$ cat src/rtl/if_stage.sv
// Instruction-fetch stage: owns the PC, issues one outstanding imem request at a time,
// and loads the IF/ID register while absorbing stalls, memory latency and redirects.
module if_stage #(
  parameter logic [31:0] RESET_PC    = 32'h0000_3000,
  parameter logic [31:0] MAX_INSADDR = 32'hffff_fff8
) (
  input  logic        clk,
  input  logic        rstn,
  input  logic        stall,
  input  logic        id_redirect,
  input  logic [31:0] npc,
  output logic        imem_req,
  output logic [31:0] imem_addr,
  input  logic        imem_ready,
  input  logic [31:0] imem_rdata,
  output logic [31:0] pc,
  output logic [31:0] if_ins,
  output logic        if_fire,
  output logic        id_valid,
  output logic [31:0] id_pc,
  output logic [31:0] id_ins,
  output logic        fetch_err
);

  typedef enum logic [2:0] {IDLE, REQ, HOLD, DROP, ERR} state_e;

  state_e      state_q, state_d;
  logic [31:0] pc_q, pc_d;
  logic [31:0] id_pc_q, id_pc_d;
  logic [31:0] id_ins_q, id_ins_d;
  logic [31:0] hold_q, hold_d;
  logic [31:0] drop_addr_q, drop_addr_d;
  logic        id_valid_q, id_valid_d;
  logic        fetch_err_q, fetch_err_d;

  logic pc_ok, redirect;

  assign pc_ok    = (pc_q[1:0] == 2'b00) && (pc_q <= MAX_INSADDR);
  assign redirect = id_redirect && !stall;

  always_comb begin
    state_d     = state_q;
    pc_d        = pc_q;
    id_valid_d  = id_valid_q;
    id_pc_d     = id_pc_q;
    id_ins_d    = id_ins_q;
    hold_d      = hold_q;
    drop_addr_d = drop_addr_q;
    fetch_err_d = fetch_err_q;
    imem_req    = 1'b0;
    imem_addr   = pc_q;
    if_ins      = 32'h0;
    case (state_q)
      IDLE: state_d = REQ;
      REQ: begin
        imem_req = pc_ok;
        if_ins   = imem_rdata;
        if (redirect) begin
          pc_d       = npc;
          id_valid_d = 1'b0;
          id_pc_d    = 32'h0;
          id_ins_d   = 32'h0;
          // Request still in flight: remember its address so it stays stable until it lands.
          if (!imem_ready) begin
            drop_addr_d = pc_q;
            state_d     = DROP;
          end
        end else if (!pc_ok) begin
          state_d     = ERR;
          fetch_err_d = 1'b1;
        end else if (imem_ready && !stall) begin
          id_valid_d = 1'b1;
          id_pc_d    = pc_q;
          id_ins_d   = imem_rdata;
          pc_d       = npc;
        end else if (imem_ready) begin
          hold_d  = imem_rdata;
          state_d = HOLD;
        end else if (!stall) begin
          id_valid_d = 1'b0;
          id_pc_d    = 32'h0;
          id_ins_d   = 32'h0;
        end
      end
      HOLD: begin
        if_ins = hold_q;
        if (redirect) begin
          pc_d       = npc;
          id_valid_d = 1'b0;
          id_pc_d    = 32'h0;
          id_ins_d   = 32'h0;
          state_d    = REQ;
        end else if (!stall) begin
          id_valid_d = 1'b1;
          id_pc_d    = pc_q;
          id_ins_d   = hold_q;
          pc_d       = npc;
          state_d    = REQ;
        end
      end
      DROP: begin
        imem_req  = 1'b1;
        imem_addr = drop_addr_q;
        if (redirect)   pc_d    = npc;
        if (imem_ready) state_d = REQ;
        if (!stall) begin
          id_valid_d = 1'b0;
          id_pc_d    = 32'h0;
          id_ins_d   = 32'h0;
        end
      end
      ERR: ;
      default: state_d = IDLE;
    endcase
  end

  always_ff @(posedge clk or negedge rstn) begin
    if (!rstn) begin
      state_q     <= IDLE;
      pc_q        <= RESET_PC;
      id_valid_q  <= 1'b0;
      id_pc_q     <= 32'h0;
      id_ins_q    <= 32'h0;
      hold_q      <= 32'h0;
      drop_addr_q <= 32'h0;
      fetch_err_q <= 1'b0;
    end else begin
      state_q     <= state_d;
      pc_q        <= pc_d;
      id_valid_q  <= id_valid_d;
      id_pc_q     <= id_pc_d;
      id_ins_q    <= id_ins_d;
      hold_q      <= hold_d;
      drop_addr_q <= drop_addr_d;
      fetch_err_q <= fetch_err_d;
    end
  end

  assign if_fire   = !stall && !id_redirect &&
                     (((state_q == REQ) && imem_ready && pc_ok) || (state_q == HOLD));
  assign pc        = pc_q;
  assign id_valid  = id_valid_q;
  assign id_pc     = id_pc_q;
  assign id_ins    = id_ins_q;
  assign fetch_err = fetch_err_q;

endmodule
$ cat config.mk
export PLATFORM = sky130hd
export DESIGN_NAME = if_stage
export DESIGN_NICKNAME = d
export VERILOG_FILES = /design/src/rtl/if_stage.sv
export SDC_FILE = /design/constraint.sdc
export NUM_CORES = 1
export LEC_CHECK = 0
export CAP_MARGIN = 40
export CORE_UTILIZATION = 40
export CTS_CLUSTER_SIZE = 25
export DETAILED_ROUTE_END_ITERATION = 16
export PLACE_DENSITY_LB_ADDON = 0.15
export SYNTH_ARGS = -nofsm -noshare
export SYNTH_HDL_FRONTEND = slang
export SYNTH_SLANG_ARGS = --single-unit
$ cat constraint.sdc
create_clock -name clk -period 3.5 [get_ports clk]
set_input_delay 0.7 -clock clk [delete_from_list [all_inputs] [get_ports clk]]
set_output_delay 0.7 -clock clk [all_outputs]
set_load 0.02 [all_outputs]
### Yosys cells after proc, flatten, opt, wreduce, memory -nomap -nowiden

Index checks and enable logic that the tools add are counted.
Widths: inputs -> output; s select.

* flip-flop bits (word level): 165
* logic and storage cells: 89

* magnitude comparators: 1
* equal/unequal tests: 13
* multiplexer cells: 43
* bitwise operators: 5
* reductions and logical operators: 19

Operators by type and width (number)
* $mux 32: 21
* $pmux 32 s3: 3
* $pmux 32 s2: 1
* $le 32x32->1 const B: 1
* $mux 3: 8
* $pmux 3 s5: 1
* $ne 3x3->1 const B: 4
* $ne 4x4->1 const B: 3
* $reduce_and 5->1: 2
* $logic_and 1x1->1: 7
* $mux 1: 7
* $eq 3x2->1 const B: 2
* $reduce_and 3->1: 2
* $reduce_and 6->1: 1
* $not 1->1: 5
* $ne 2x2->1 const B: 2
* $reduce_and 4->1: 1
* $eq 3x1->1 const B: 1
* $eq 3x3->1 const B: 1
* $logic_not 3->1: 1
* $pmux 1 s3: 1
* $reduce_bool 3->1: 1
* $logic_not 1->1: 2
* $logic_not 2->1: 1
* 2 further kinds: 2

### Longest topological paths before layout

* word-level depth: 6
* gate-level depth with buffers: 8
* mapped depth without buffers: 5

### Worst setup path after synthesis

Ideal clock, no wire load.

* path kind: reg2out
* start: reg pc_q[13], in the netlist pc[13]
* end: out if_fire
* arrival: 1.758 ns
* required time: 2.800 ns
* path slack: 1.042 ns
* stages on the path, launching flop included: 6
* path through: dfstp_2 -> nand4_1 -> nor4_2 -> a211oi_4 -> a41o_1 -> clkbuf_1

* longest elaborated chain between the ends: 5

Ends and longest elaborated chain
* from (decl): RTL line 28 `logic [31:0] pc_q, pc_d;`
* from (signal assigned): RTL line 129 `pc_q <= pc_d;`
* $le 32x32->1: RTL line 38 `assign pc_ok = (pc_q[1:0] == 2'b00) && (pc_q <= MAX_INSADDR);`
* $logic_and 1x1->1: RTL line 38
* $logic_and 1x1->1: RTL line 140 `(((state_q == REQ) && imem_ready && pc_ok) || (state_q == HOLD));`
* $logic_or 1x1->1: RTL line 140
* $logic_and 1x1->1: RTL line 139 `assign if_fire = !stall && !id_redirect &&`
* to (decl): RTL line 18 `output logic if_fire,`

No other way between the ends.

### Worst setup path after layout

Ends and elaborated chain as after synthesis.

==> out/metrics.cfg <==
[status]
status = complete, no violations

[logic_synthesis]
synth_top_area_share_pct = 52.7
netlist_instances = 559
synth_top_area_cell = dfrtp_1
synth_area_leaders = dfrtp_1, mux2_2, a22o_1
syn_avg_cell_area_um2 = 13.9
synth_cell_types = 39
ys.warnings.count = 0
synth_area_um2 = 7740
synth-seq-cells = 165
synth_ff_type = dfrtp_1
syn_nets = 628
synth_edf_count = 0
yosysMostFrequentCell = dfrtp_1
yosysSeqAreaShare_pct = 53.4
synthArstFlopShare_pct = 100
synthTopCellsByCount = dfrtp_1, mux2_2, a22o_1, o2bb2ai_1, a22oi_1

[placed_design]
placed_cells = 1025
gp_congestion = 0.817
hpwl_um = 14300
io_buffers = 232

[cells_and_area]
final_core_util_pct = 58.1
final_cell_count_no_fill = 1058
diodes = 0
fin_nets = 854
syn_to_final_growth_pct = 41.4
drive_above_1_share_pct = 28.2

[clock_tree]
ctsHoldBuffers = 0
cts-buffers-inserted = 17
cts_tree = built
cts-root-buf = clkbuf_16
clockBufferDepth = 2
htreeDepth = 4
clkSinkCount = 165
clkSlewWorstSetupHoldPaths_ps = 70
clk_latency_ps = 420

[pwr]
p_per_area_nw_per_um2 = 973
vdd_ir_drop_max_mv = 0.703
p_leak_uw = 0.00460

[timing]
tns_ps = 0
rsz0062_at_grt = false
fin_crit_ps = 3260
tightest_slew_ps = 710
slew_headroom_pct = 52.7
min_period_over_period_pct = 93.1
maxSlewViolCount = 0
finClkSkew_ps = 11.7
hold_viol_final = 0
setup_viol = 0
fmax_mhz = 307

[critical_path]
ff2ff_setup_slack_ps = 910
crit_required_ps = 2800
critPathKind = register to output pin
arrival_ps = 2560
timing.rr.end = pc[24]
crit-reg2reg-launch = pc[13]
endpoint_kind = output pin
cp_max_fo = 6
crit_path_start_kind = register
r2r_cells = 7

[floorplan]
die_height_um = 141
rows = 50
initial_core_util_pct = 41.1
boundaryPins = 233
fp.dieArea_um2 = 19900
core-area_um2 = 18800
die_w_um = 141

[detailed_routing]
wl_um = 21800
ant_nets = 0
wl_per_cell_um = 20.6
vias = 5799
vias_per_cell = 5.48
drt_first_iter_violations = 267
first_pass_iters = 4
drc_errors = 0

[global_routing]
gr-usage-all-layers_pct = 22.6
grt_overflow = 0
antenna_found_initial = 0
grt_pass1_vias = 6144
grt_first_pass_wirelength_um = 34400
grt_start_max_net_pins = 75

[flow_run]
drv_cap = 0

[hold_path]
hold_path.class = primary input to asynchronous set/reset pin

==> cell usage in the layout, fill, tap and decap left out, types with 2 or more instances in the layout <==
master / count
nand2b_1: 6
a22oi_1: 32
a21o_1: 2
mux2_4: 29
clkbuf_16: 17
inv_6: 4
mux2_2: 130
buf_12: 2
o21ai_4: 2
o2bb2ai_1: 33
o21ai_0: 2
nor4_2: 2
a22o_1: 63
nand4_1: 7
buf_4: 19
a21oi_1: 6
nand2_1: 5
inv_1: 2
nor2_1: 6
dfstp_2: 2
dfrtp_1: 163
o21bai_1: 3
nor3_1: 2
inv_8: 6
clkinv_4: 4
clkdlybuf4s50_1: 231
==> report_power, final <==
part | leakage, uW | switching (uW) | internal, uW | total, uW
Clock | 0.000287 | 879 | 957 | 1840
Combinational | 0.00221 | 2450 | 2800 | 5250
Sequential | 0.00210 | 810 | 2760 | 3570
==> routing by layer <==
metal	part of all wire [%]	GRT usage (%)
met5	0	0
met4	1.9	8.70
met3	7.9	6.79
met2	47	35.4
met1	44	29.3
==> metrics by stage <==
step / power, uW / cell area [um2] / setup WS, ps / hold slack, ps
2_1_floorplan: 6400 / 7740 / 1040 / 404
3_3_place_gp: 8740 / 10400 / 441 / 464
3_5_place_dp: 8850 / 10400 / 371 / 470
4_1_cts: 10700 / 10900 / 83.3 / 311
5_1_grt: 11200 / 10900 / 83.8 / 345
6_report: 10700 / 10900 / 240 / 282
==> final cells by class <==
class	count	area, um2
fill	1512	7880
timing repair buffer	253	2510
clock inverter	15	154
inverter	2	7.51
tap	260	325
sequential	165	4130
multi-input combinational	346	3400
clock buffer	17	425
==> worst max-delay path, stage by stage (launching register included) <==
cell and delay, ps:
dfstp_2 590, nand4_1 130, nor4_2 420, a211oi_4 140, a41o_1 270, clkdlybuf4s50_1 590
==> cell families after synthesis <==
logic type / share of synthesized area, %
DFF: 53.4
and+or+nand+nor: 2.88
xor gates and xnor gates: 0.113
AOI/OAI and AO/OA: 15.8
muxes: 24.7
buffers and inverters: 3.14
==> registers in the layout, indices dropped and copies added (netlist names) <==
| signal | flops |
|---|---|
| drop_addr_q | 32 |
| id_ins | 32 |
| fetch_err | 1 |
| id_pc | 32 |
| pc | 32 |
| hold_q | 32 |
| state_q | 3 |
| id_valid | 1 |
==> what timing repair did <==
item / in CTS / in global routing
setup buffers: 0 / 1
endpoints found under the setup margin: 0 / 1
resized for setup: 0 / 0
==> worst max path at each step <==
stage	from	end	slack, ps	cells past startpoint
3_5_place_dp	stall	id_ins[4]	370	7
6_report	pc[13]	if_fire	240	5
3_3_place_gp	stall	id_ins[1]	440	7
5_1_grt	pc[30]	if_fire	80	5
4_1_cts	pc[24]	imem_req	80	6
2_1_floorplan	pc[13]	if_fire	1040	5
Power figures use the tool's default switching activity.
